[config.mk]
export PLATFORM = sky130hd
export DESIGN_NAME = pipe_share_arb_flat
export DESIGN_NICKNAME = d
export VERILOG_FILES = /design/src/rtl/pipe_share_pkg.sv /design/src/rtl/pipe_share_arb_if.sv /design/src/rtl/pipe_tag_delay.sv /design/src/rtl/pipe_share_arb.sv /design/src/flat_wrapper.sv
export SDC_FILE = /design/constraint.sdc
export NUM_CORES = 1
export LEC_CHECK = 0
export CORE_MARGIN = 3
export CORE_UTILIZATION = 30
export CTS_CLUSTER_SIZE = 8
export DETAILED_ROUTE_END_ITERATION = 6
export PLACE_DENSITY_LB_ADDON = 0.2
export SKIP_CTS_REPAIR_TIMING = 1
export SYNTH_ARGS = -nofsm -noshare
export SYNTH_HDL_FRONTEND = slang
export SYNTH_HIERARCHICAL = 1
export SYNTH_SLANG_ARGS = --single-unit
[constraint.sdc]
create_clock -name clk -period 4.4 [get_ports clk]
set_input_delay 1.32 -clock clk [delete_from_list [all_inputs] [get_ports clk]]
set_output_delay 1.32 -clock clk [all_outputs]
set_load 0.02 [all_outputs]
[src/rtl/pipe_share_pkg.sv]
// Shared types and helpers for the pipe_share_arb slice.
//   DW_DEFAULT : default operand width of the shared datapath
//   tag_t      : {v, id} entry carried alongside an issued operand
//   pick_t     : {found, idx} result of a round-robin search
//   rr_pick()  : first asserted request after the last-grant pointer, modulo nreq
package pipe_share_pkg;

   localparam int unsigned DW_DEFAULT = 25;
   localparam int unsigned NREQ_MAX   = 8;
   localparam int unsigned IDW_MAX    = 3;

   // The ID field is sized for the largest supported requester count; narrower
   // configurations only use the low IDW bits.
   typedef struct packed {
      logic               v;
      logic [IDW_MAX-1:0] id;
   } tag_t;

   typedef struct packed {
      logic               found;
      logic [IDW_MAX-1:0] idx;
   } pick_t;

   // Search order lp+1, lp+2, ... wrapping modulo nreq, so lp itself is tried last.
   function automatic pick_t rr_pick(input logic [NREQ_MAX-1:0] req,
                                     input logic [IDW_MAX-1:0]  lp,
                                     input int unsigned          nreq);
      pick_t              res;
      logic [IDW_MAX-1:0] cand;
      res = '0;
      for (int unsigned k = 1; k <= NREQ_MAX; k++) begin
         cand = IDW_MAX'((32'(lp) + k) % nreq);
         if (k <= nreq && !res.found && req[cand]) begin
            res.found = 1'b1;
            res.idx   = cand;
         end
      end
      return res;
   endfunction

endpackage

[src/rtl/pipe_share_arb_if.sv]
// Bus between the requesters / shared datapath and pipe_share_arb.
//   en, req, req_data        : requester side inputs to the arbiter
//   gnt                      : one-hot combinational accept
//   pipe_in_data             : operand into the shared datapath
//   pipe_out_data            : datapath result, LAT cycles after issue
//   rsp_valid/rsp_id/rsp_data: registered result returned to the owner
//   busy                     : items in flight or a response pending
// Modport slave is the arbiter; master is the surrounding environment.
interface pipe_share_arb_if
   import pipe_share_pkg::*;
#(
   parameter int unsigned NREQ = 4,
   parameter int unsigned DW   = DW_DEFAULT,
   parameter int unsigned IDW  = 2
);

   logic                 en;
   logic [NREQ-1:0]      req;
   logic [NREQ*DW-1:0]   req_data;
   logic [NREQ-1:0]      gnt;
   logic [DW-1:0]        pipe_in_data;
   logic [DW-1:0]        pipe_out_data;
   logic [NREQ-1:0]      rsp_valid;
   logic [IDW-1:0]       rsp_id;
   logic [DW-1:0]        rsp_data;
   logic                 busy;

   modport master (
      output en, req, req_data, pipe_out_data,
      input  gnt, pipe_in_data, rsp_valid, rsp_id, rsp_data, busy
   );

   modport slave (
      input  en, req, req_data, pipe_out_data,
      output gnt, pipe_in_data, rsp_valid, rsp_id, rsp_data, busy
   );

endinterface

[src/rtl/pipe_tag_delay.sv]
// LAT-deep shift register of {v, id} tags that mirrors the external datapath
// latency, so the tag leaving the last stage belongs to the current result.
//   clk    : clock
//   clr_i  : synchronous clear of every stage
//   tag_i  : tag captured into stage 0 each cycle
//   tag_o  : last stage
//   any_v_o: OR of all stage valid bits
module pipe_tag_delay
   import pipe_share_pkg::*;
#(
   parameter int unsigned LAT = 3
) (
   input  logic clk,
   input  logic clr_i,
   input  tag_t tag_i,
   output tag_t tag_o,
   output logic any_v_o
);

   tag_t tags_q [LAT];

   always_ff @(posedge clk) begin
      if (clr_i) begin
         for (int unsigned i = 0; i < LAT; i++) begin
            tags_q[i] <= '0;
         end
      end else begin
         tags_q[0] <= tag_i;
         for (int unsigned i = 1; i < LAT; i++) begin
            tags_q[i] <= tags_q[i-1];
         end
      end
   end

   always_comb begin
      any_v_o = 1'b0;
      for (int unsigned i = 0; i < LAT; i++) begin
         any_v_o = any_v_o | tags_q[i].v;
      end
   end

   assign tag_o = tags_q[LAT-1];

endmodule

[src/rtl/pipe_share_arb.sv]
// Round-robin scheduler sharing one fixed-latency, non-stallable datapath among
// NREQ requesters. At most one request is granted per cycle; its operand goes to
// the datapath and its {valid, id} tag travels through pipe_tag_delay so the
// result can be returned, registered, to the originator.
//   clk, reset : clock and synchronous active-high reset
//   bus        : pipe_share_arb_if slave modport (handshake, datapath, response)
//   stats_clr  : (ARB_STATS_EN) synchronous clear of the grant counters
//   grant_cnt  : (ARB_STATS_EN) per-requester 16-bit saturating grant counts
// Build option: define ARB_STATS_EN to add the grant counters and their ports.
module pipe_share_arb
   import pipe_share_pkg::*;
#(
   parameter int unsigned NREQ = 4,
   parameter int unsigned LAT  = 3,
   parameter int unsigned DW   = DW_DEFAULT,
   parameter int unsigned IDW  = (NREQ > 2) ? $clog2(NREQ) : 1
) (
   input  logic                 clk,
   input  logic                 reset,
`ifdef ARB_STATS_EN
   input  logic                 stats_clr,
   output logic [NREQ*16-1:0]   grant_cnt,
`endif
   pipe_share_arb_if.slave      bus
);

   logic [IDW-1:0]      lp_q;
   logic [NREQ_MAX-1:0] req_ext;
   pick_t               pick;
   logic                grant_vld;
   logic [IDW-1:0]      winner;
   logic [NREQ-1:0]     gnt_int;
   logic [DW-1:0]       pipe_in;
   tag_t                tag_in;
   tag_t                tag_tail;
   logic                tags_any_v;
   logic [IDW-1:0]      tail_id;
   logic [NREQ-1:0]     tail_onehot;
   logic [NREQ-1:0]     rsp_valid_q;
   logic [IDW-1:0]      rsp_id_q;
   logic [DW-1:0]       rsp_data_q;

   // ---------------- Arbitration ----------------
   always_comb begin
      req_ext             = '0;
      req_ext[NREQ-1:0]   = bus.req;
   end

   assign pick      = rr_pick(req_ext, IDW_MAX'(lp_q), NREQ);
   assign grant_vld = pick.found & bus.en & ~reset;
   assign winner    = IDW'(pick.idx);

   // The mux idles at zero so the datapath sees its reset value when nothing issues.
   always_comb begin
      gnt_int = '0;
      pipe_in = '0;
      for (int unsigned i = 0; i < NREQ; i++) begin
         if (grant_vld && winner == IDW'(i)) begin
            gnt_int[i] = 1'b1;
            pipe_in    = bus.req_data[i*DW +: DW];
         end
      end
   end

   assign bus.gnt          = gnt_int;
   assign bus.pipe_in_data = pipe_in;

   always_ff @(posedge clk) begin
      if (reset) begin
         lp_q <= IDW'(NREQ - 1);
      end else if (grant_vld) begin
         lp_q <= winner;
      end
   end

   // ---------------- Tag pipeline ----------------
   always_comb begin
      tag_in    = '0;
      tag_in.v  = grant_vld;
      tag_in.id = IDW_MAX'(winner);
   end

   pipe_tag_delay #(
      .LAT (LAT)
   ) u_tag_delay (
      .clk     (clk),
      .clr_i   (reset),
      .tag_i   (tag_in),
      .tag_o   (tag_tail),
      .any_v_o (tags_any_v)
   );

   // ---------------- Response register ----------------
   assign tail_id = IDW'(tag_tail.id);

   always_comb begin
      tail_onehot = '0;
      for (int unsigned i = 0; i < NREQ; i++) begin
         tail_onehot[i] = tag_tail.v && (tail_id == IDW'(i));
      end
   end

   always_ff @(posedge clk) begin
      if (reset) begin
         rsp_valid_q <= '0;
         rsp_id_q    <= '0;
         rsp_data_q  <= '0;
      end else begin
         rsp_valid_q <= tail_onehot;
         rsp_id_q    <= tail_id;
         if (tag_tail.v) begin
            rsp_data_q <= bus.pipe_out_data;
         end
      end
   end

   assign bus.rsp_valid = rsp_valid_q;
   assign bus.rsp_id    = rsp_id_q;
   assign bus.rsp_data  = rsp_data_q;
   assign bus.busy      = tags_any_v | (|rsp_valid_q);

   // ---------------- Optional grant statistics ----------------
`ifdef ARB_STATS_EN
   logic [NREQ-1:0][15:0] cnt_q;

   // Clear wins over a same-cycle increment.
   always_ff @(posedge clk) begin
      if (reset || stats_clr) begin
         cnt_q <= '0;
      end else begin
         for (int unsigned i = 0; i < NREQ; i++) begin
            if (gnt_int[i] && cnt_q[i] != 16'hFFFF) begin
               cnt_q[i] <= cnt_q[i] + 16'd1;
            end
         end
      end
   end

   assign grant_cnt = cnt_q;
`endif

endmodule

[src/flat_wrapper.sv]
// flat-port wrapper written by rule: the top's interface ports become plain ports
module pipe_share_arb_flat import pipe_share_pkg::*;
#(
   parameter int unsigned NREQ = 4,
   parameter int unsigned LAT  = 3,
   parameter int unsigned DW   = DW_DEFAULT,
   parameter int unsigned IDW  = (NREQ > 2) ? $clog2(NREQ) : 1
)
  (clk, reset, bus_en, bus_req, bus_req_data, bus_pipe_out_data, bus_gnt, bus_pipe_in_data, bus_rsp_valid, bus_rsp_id, bus_rsp_data, bus_busy);
  pipe_share_arb_if #(.NREQ(NREQ), .DW(DW), .IDW(IDW)) bus_i ();
  input  logic clk;
  input  logic reset;
  input wire logic [$bits(bus_i.en)-1:0] bus_en;
  input wire logic [$bits(bus_i.req)-1:0] bus_req;
  input wire logic [$bits(bus_i.req_data)-1:0] bus_req_data;
  input wire logic [$bits(bus_i.pipe_out_data)-1:0] bus_pipe_out_data;
  output wire logic [$bits(bus_i.gnt)-1:0] bus_gnt;
  output wire logic [$bits(bus_i.pipe_in_data)-1:0] bus_pipe_in_data;
  output wire logic [$bits(bus_i.rsp_valid)-1:0] bus_rsp_valid;
  output wire logic [$bits(bus_i.rsp_id)-1:0] bus_rsp_id;
  output wire logic [$bits(bus_i.rsp_data)-1:0] bus_rsp_data;
  output wire logic [$bits(bus_i.busy)-1:0] bus_busy;
  assign bus_i.en = bus_en;
  assign bus_i.req = bus_req;
  assign bus_i.req_data = bus_req_data;
  assign bus_i.pipe_out_data = bus_pipe_out_data;
  assign bus_gnt = bus_i.gnt;
  assign bus_pipe_in_data = bus_i.pipe_in_data;
  assign bus_rsp_valid = bus_i.rsp_valid;
  assign bus_rsp_id = bus_i.rsp_id;
  assign bus_rsp_data = bus_i.rsp_data;
  assign bus_busy = bus_i.busy;
  pipe_share_arb #(.NREQ(NREQ), .LAT(LAT), .DW(DW), .IDW(IDW)) u_core (.clk(clk), .reset(reset), .bus(bus_i));
endmodule
==> metrics.log <==
[metrics] outcome: complete, no violations
[metrics] number of standard-cell rows in the floorplan: 34
[metrics] GR Util All Layers: around 17%
[metrics] number of violations reported at the end of detailed-routing iteration 0: 107
[metrics] setup repair after global routing missed its margin: no
[metrics] Placer Congestion: around 0.8
[metrics] diode count: 0
[metrics] fin area: approximately 0.0050 sq mm
[metrics] CTS Buf Count: 5
[metrics] shortest clock period the worst path allows after layout: 4304 ps
[metrics] switching portion of total power: ~27%
[metrics] # DRC: 0
[metrics] Chip Width: approximately 100 microns
[metrics] origin of the critical flop-to-flop path: u_core/lp_q[0]$_SDFFE_PP1P_
[metrics] worst voltage drop across the vdd grid: 0.1877 mV
[metrics] Starting Density: slightly above 30%
[metrics] Static Leak: 2.136 nW
[metrics] maximum fanout count along the critical path: 12
[metrics] measured slew at the worst slew-check pin: roughly 440 ps
[metrics] setup_tns: 0 ps
[metrics] internal power of the cells: between 800 and 900 uW
[metrics] drt via density: ~5.2
[metrics] Worst setup EP type: primary output
[metrics] Clk Tree Root Cell: sky130_fd_sc_hd__clkbuf_8
[metrics] number of instances in the synthesized netlist: roughly 310
[metrics] worst setup path category: input port to primary output
[metrics] setup ws final: just under 100 ps
[metrics] total number of clock tree sinks: 42
[metrics] HPWL reported at the end of detailed placement: approximately 7200 microns
[metrics] Reg power frac: between 30% and 40%
[metrics] post-detailed-routing wire length: 10120 microns
[metrics] synthesis-to-finish area growth: 82.54%
[metrics] crit share post-route: a little over nine tenths
[metrics] number of nets in the layout: 627
[metrics] Fmax: between 0.2 and 0.25 GHz
[metrics] height of the die: 101.6 microns
[metrics] power density of the placed cells: about 240 mW/mm^2
[metrics] Combinational Power Share: 36.7%
[metrics] Yosys warnings: 6
[metrics] DR WL/cell: approximately 17 microns
[metrics] critical hold path startpoint: u_core/u_tag_delay/tags_q[0][9]$_SDFF_PP0_
[metrics] Hold Violations, Final: 0
[metrics] count of H-tree levels built during CTS: 2
[metrics] required time of the worst setup path: roughly 3100 ps
[metrics] number of antenna violations at the first check in global routing: 0
[metrics] placed instance count: 588
[metrics] I/O pin total: around 190
[metrics] floorplan core area: approximately 0.009 sq mm
[metrics] worst setup slack for register-to-register paths: approximately 2800 ps
[metrics] net switching power: ~330 uW
[metrics] worst skew pair latency: 290 ps
[metrics] final number of setup-violating endpoints: 0
[metrics] path depth of the worst reg2reg path: 7
[metrics] MaxCap Viol Count: 0
[metrics] port bufs: 192
[metrics] Relative slew margins: a little over two thirds
[metrics] terminating pin of the worst hold path: u_core/bus.rsp_valid[1]$_SDFF_PP0_
[metrics] arrival time reported for the critical path endpoint: just under 3000 ps
[metrics] maximum clock path buffer count: 2
[metrics] number of standard cells in the layout, taps in and fillers out: 604
[metrics] detailed-route via count: 3118
[metrics] worst hold path stage count: 1
[metrics] Die ar.: ~0.010 sq mm
[metrics] worst hold path class: flip-flop to flip-flop
[metrics] clock tree from TritonCTS: built
[metrics] nature of the critical path startpoint: input port
[metrics] Cell Area, Placed: 0.004798 sq mm
[metrics] Avg Synthesized Cell Area: about 8.9 sq um
[metrics] capture point of the worst reg-to-reg path: u_core/lp_q[1]$_SDFFE_PP1P_
[metrics] clock power share: between 30% and 40%
[metrics] first-pass GRT wire length: 14390 microns
[metrics] post-synth net total: 441
[metrics] fin. max-slew vios: 0
[metrics] total power draw: between 1 and 1.5 mW
[metrics] post-synthesis cell area: around 0.0027 sq mm
[metrics] worst setup skew after layout: around 6.9 ps
[metrics] DRT Pass-1 Iters: 4
[metrics] worst setup slack before clock tree synthesis: -467.0 ps
[metrics] maximum number of pins on one net before global-route repair: 41
[metrics] clk slew on worst S/H paths: ~80 ps
[metrics] layout cell share with drive strength beyond 1: 13.71%
[metrics] vias in the first global route: 3016
[metrics] grt total ovfl: 0
[metrics] start point of the critical path: bus_req[2]
[metrics] number of antenna-violating nets in the routed design: 0
[routing by layer]
layer  global-route usage (%)  vias to the layer above  share of wire, %
met5                        0                        -                 0
met2                    30.63                      148                48
met3                    6.198                        8                11
met1                    19.62                     1428                39
li1                         -                     1534                 -
met4                    4.601                        0               1.1
[flip-flops by register name, indices dropped and copies added (netlist names)]
register and count:
u_core/bus.rsp_id 2, u_core/bus.rsp_valid 4, u_core/lp_q 2, u_core/u_tag_delay/tags_q 9
u_core/bus.rsp_data 25
[power by group through the flow]
stage	Clock, mW	Combinational, mW	Sequential (mW)
final	0.356	0.436	0.395
after global routing	0.384	0.464	0.397
after CTS	0.368	0.412	0.395
after detailed placement	0	0.410	0.404
after global placement	0	0.407	0.403
after floorplan	0	0.191	0.405
[worst max path at each step]
stage / depth (start not counted) / slack [ps] / end
2_1_floorplan: 5 / 540 / bus_pipe_in_data[0]
3_3_place_gp: 7 / -440 / bus_pipe_in_data[20]
3_5_place_dp: 7 / -470 / bus_pipe_in_data[15]
4_1_cts: 7 / -480 / bus_pipe_in_data[1]
5_1_grt: 8 / 1 / bus_pipe_in_data[14]
6_report: 7 / 100 / bus_pipe_in_data[16]
[critical path, cell delays in order]
cell	delay, ps
sky130_fd_sc_hd__clkdlybuf4s50_1	440
sky130_fd_sc_hd__nand2b_1	180
sky130_fd_sc_hd__a21boi_1	160
sky130_fd_sc_hd__o21ai_4	240
sky130_fd_sc_hd__buf_12	200
sky130_fd_sc_hd__mux2i_1	180
sky130_fd_sc_hd__dlymetal6s2s_1	260
[cell type report]
class | instances | area, sq um
clock buffer | 5 | 68.82
clock inverter | 3 | 68.82
timing repair buffer | 220 | 2197
tap | 108 | 135.1
sequential | 42 | 840.8
multi-input combinational | 224 | 1690
fill | 841 | 3797
inverter | 2 | 7.507
[layout by cell type, fill, tap and decap left out, types with 2 or more instances in the layout]
cell type and count:
sky130_fd_sc_hd__a32oi_1 50, sky130_fd_sc_hd__nor2b_1 12, sky130_fd_sc_hd__buf_4 13, sky130_fd_sc_hd__buf_12 6
sky130_fd_sc_hd__clkdlybuf4s50_1 161, sky130_fd_sc_hd__mux2i_1 51, sky130_fd_sc_hd__clkbuf_16 4, sky130_fd_sc_hd__nor3_1 3
sky130_fd_sc_hd__buf_6 4, sky130_fd_sc_hd__a21boi_1 2, sky130_fd_sc_hd__clkbuf_2 22, sky130_fd_sc_hd__inv_1 2
sky130_fd_sc_hd__nand2_1 3, sky130_fd_sc_hd__and3_1 50, sky130_fd_sc_hd__or2_1 2, sky130_fd_sc_hd__clkbuf_8 5
sky130_fd_sc_hd__buf_2 2, sky130_fd_sc_hd__dfxtp_1 42, sky130_fd_sc_hd__dlymetal6s2s_1 7, sky130_fd_sc_hd__nor2_1 30
sky130_fd_sc_hd__and2_1 2, sky130_fd_sc_hd__bufinv_16 2, sky130_fd_sc_hd__nor2b_2 2, sky130_fd_sc_hd__nand2b_1 4
[metrics by stage]
| stage | utilization [%] | hold slack [ps] |
|---|---|---|
| after floorplan | - | 413.8 |
| after global placement | 54.49 | 417.1 |
| after detailed placement | 54.49 | 428.7 |
| after CTS | 56.05 | 443.5 |
| after global routing | 56.88 | 470.9 |
| final | 56.88 | 437.2 |
Power figures use the tool's default switching activity.
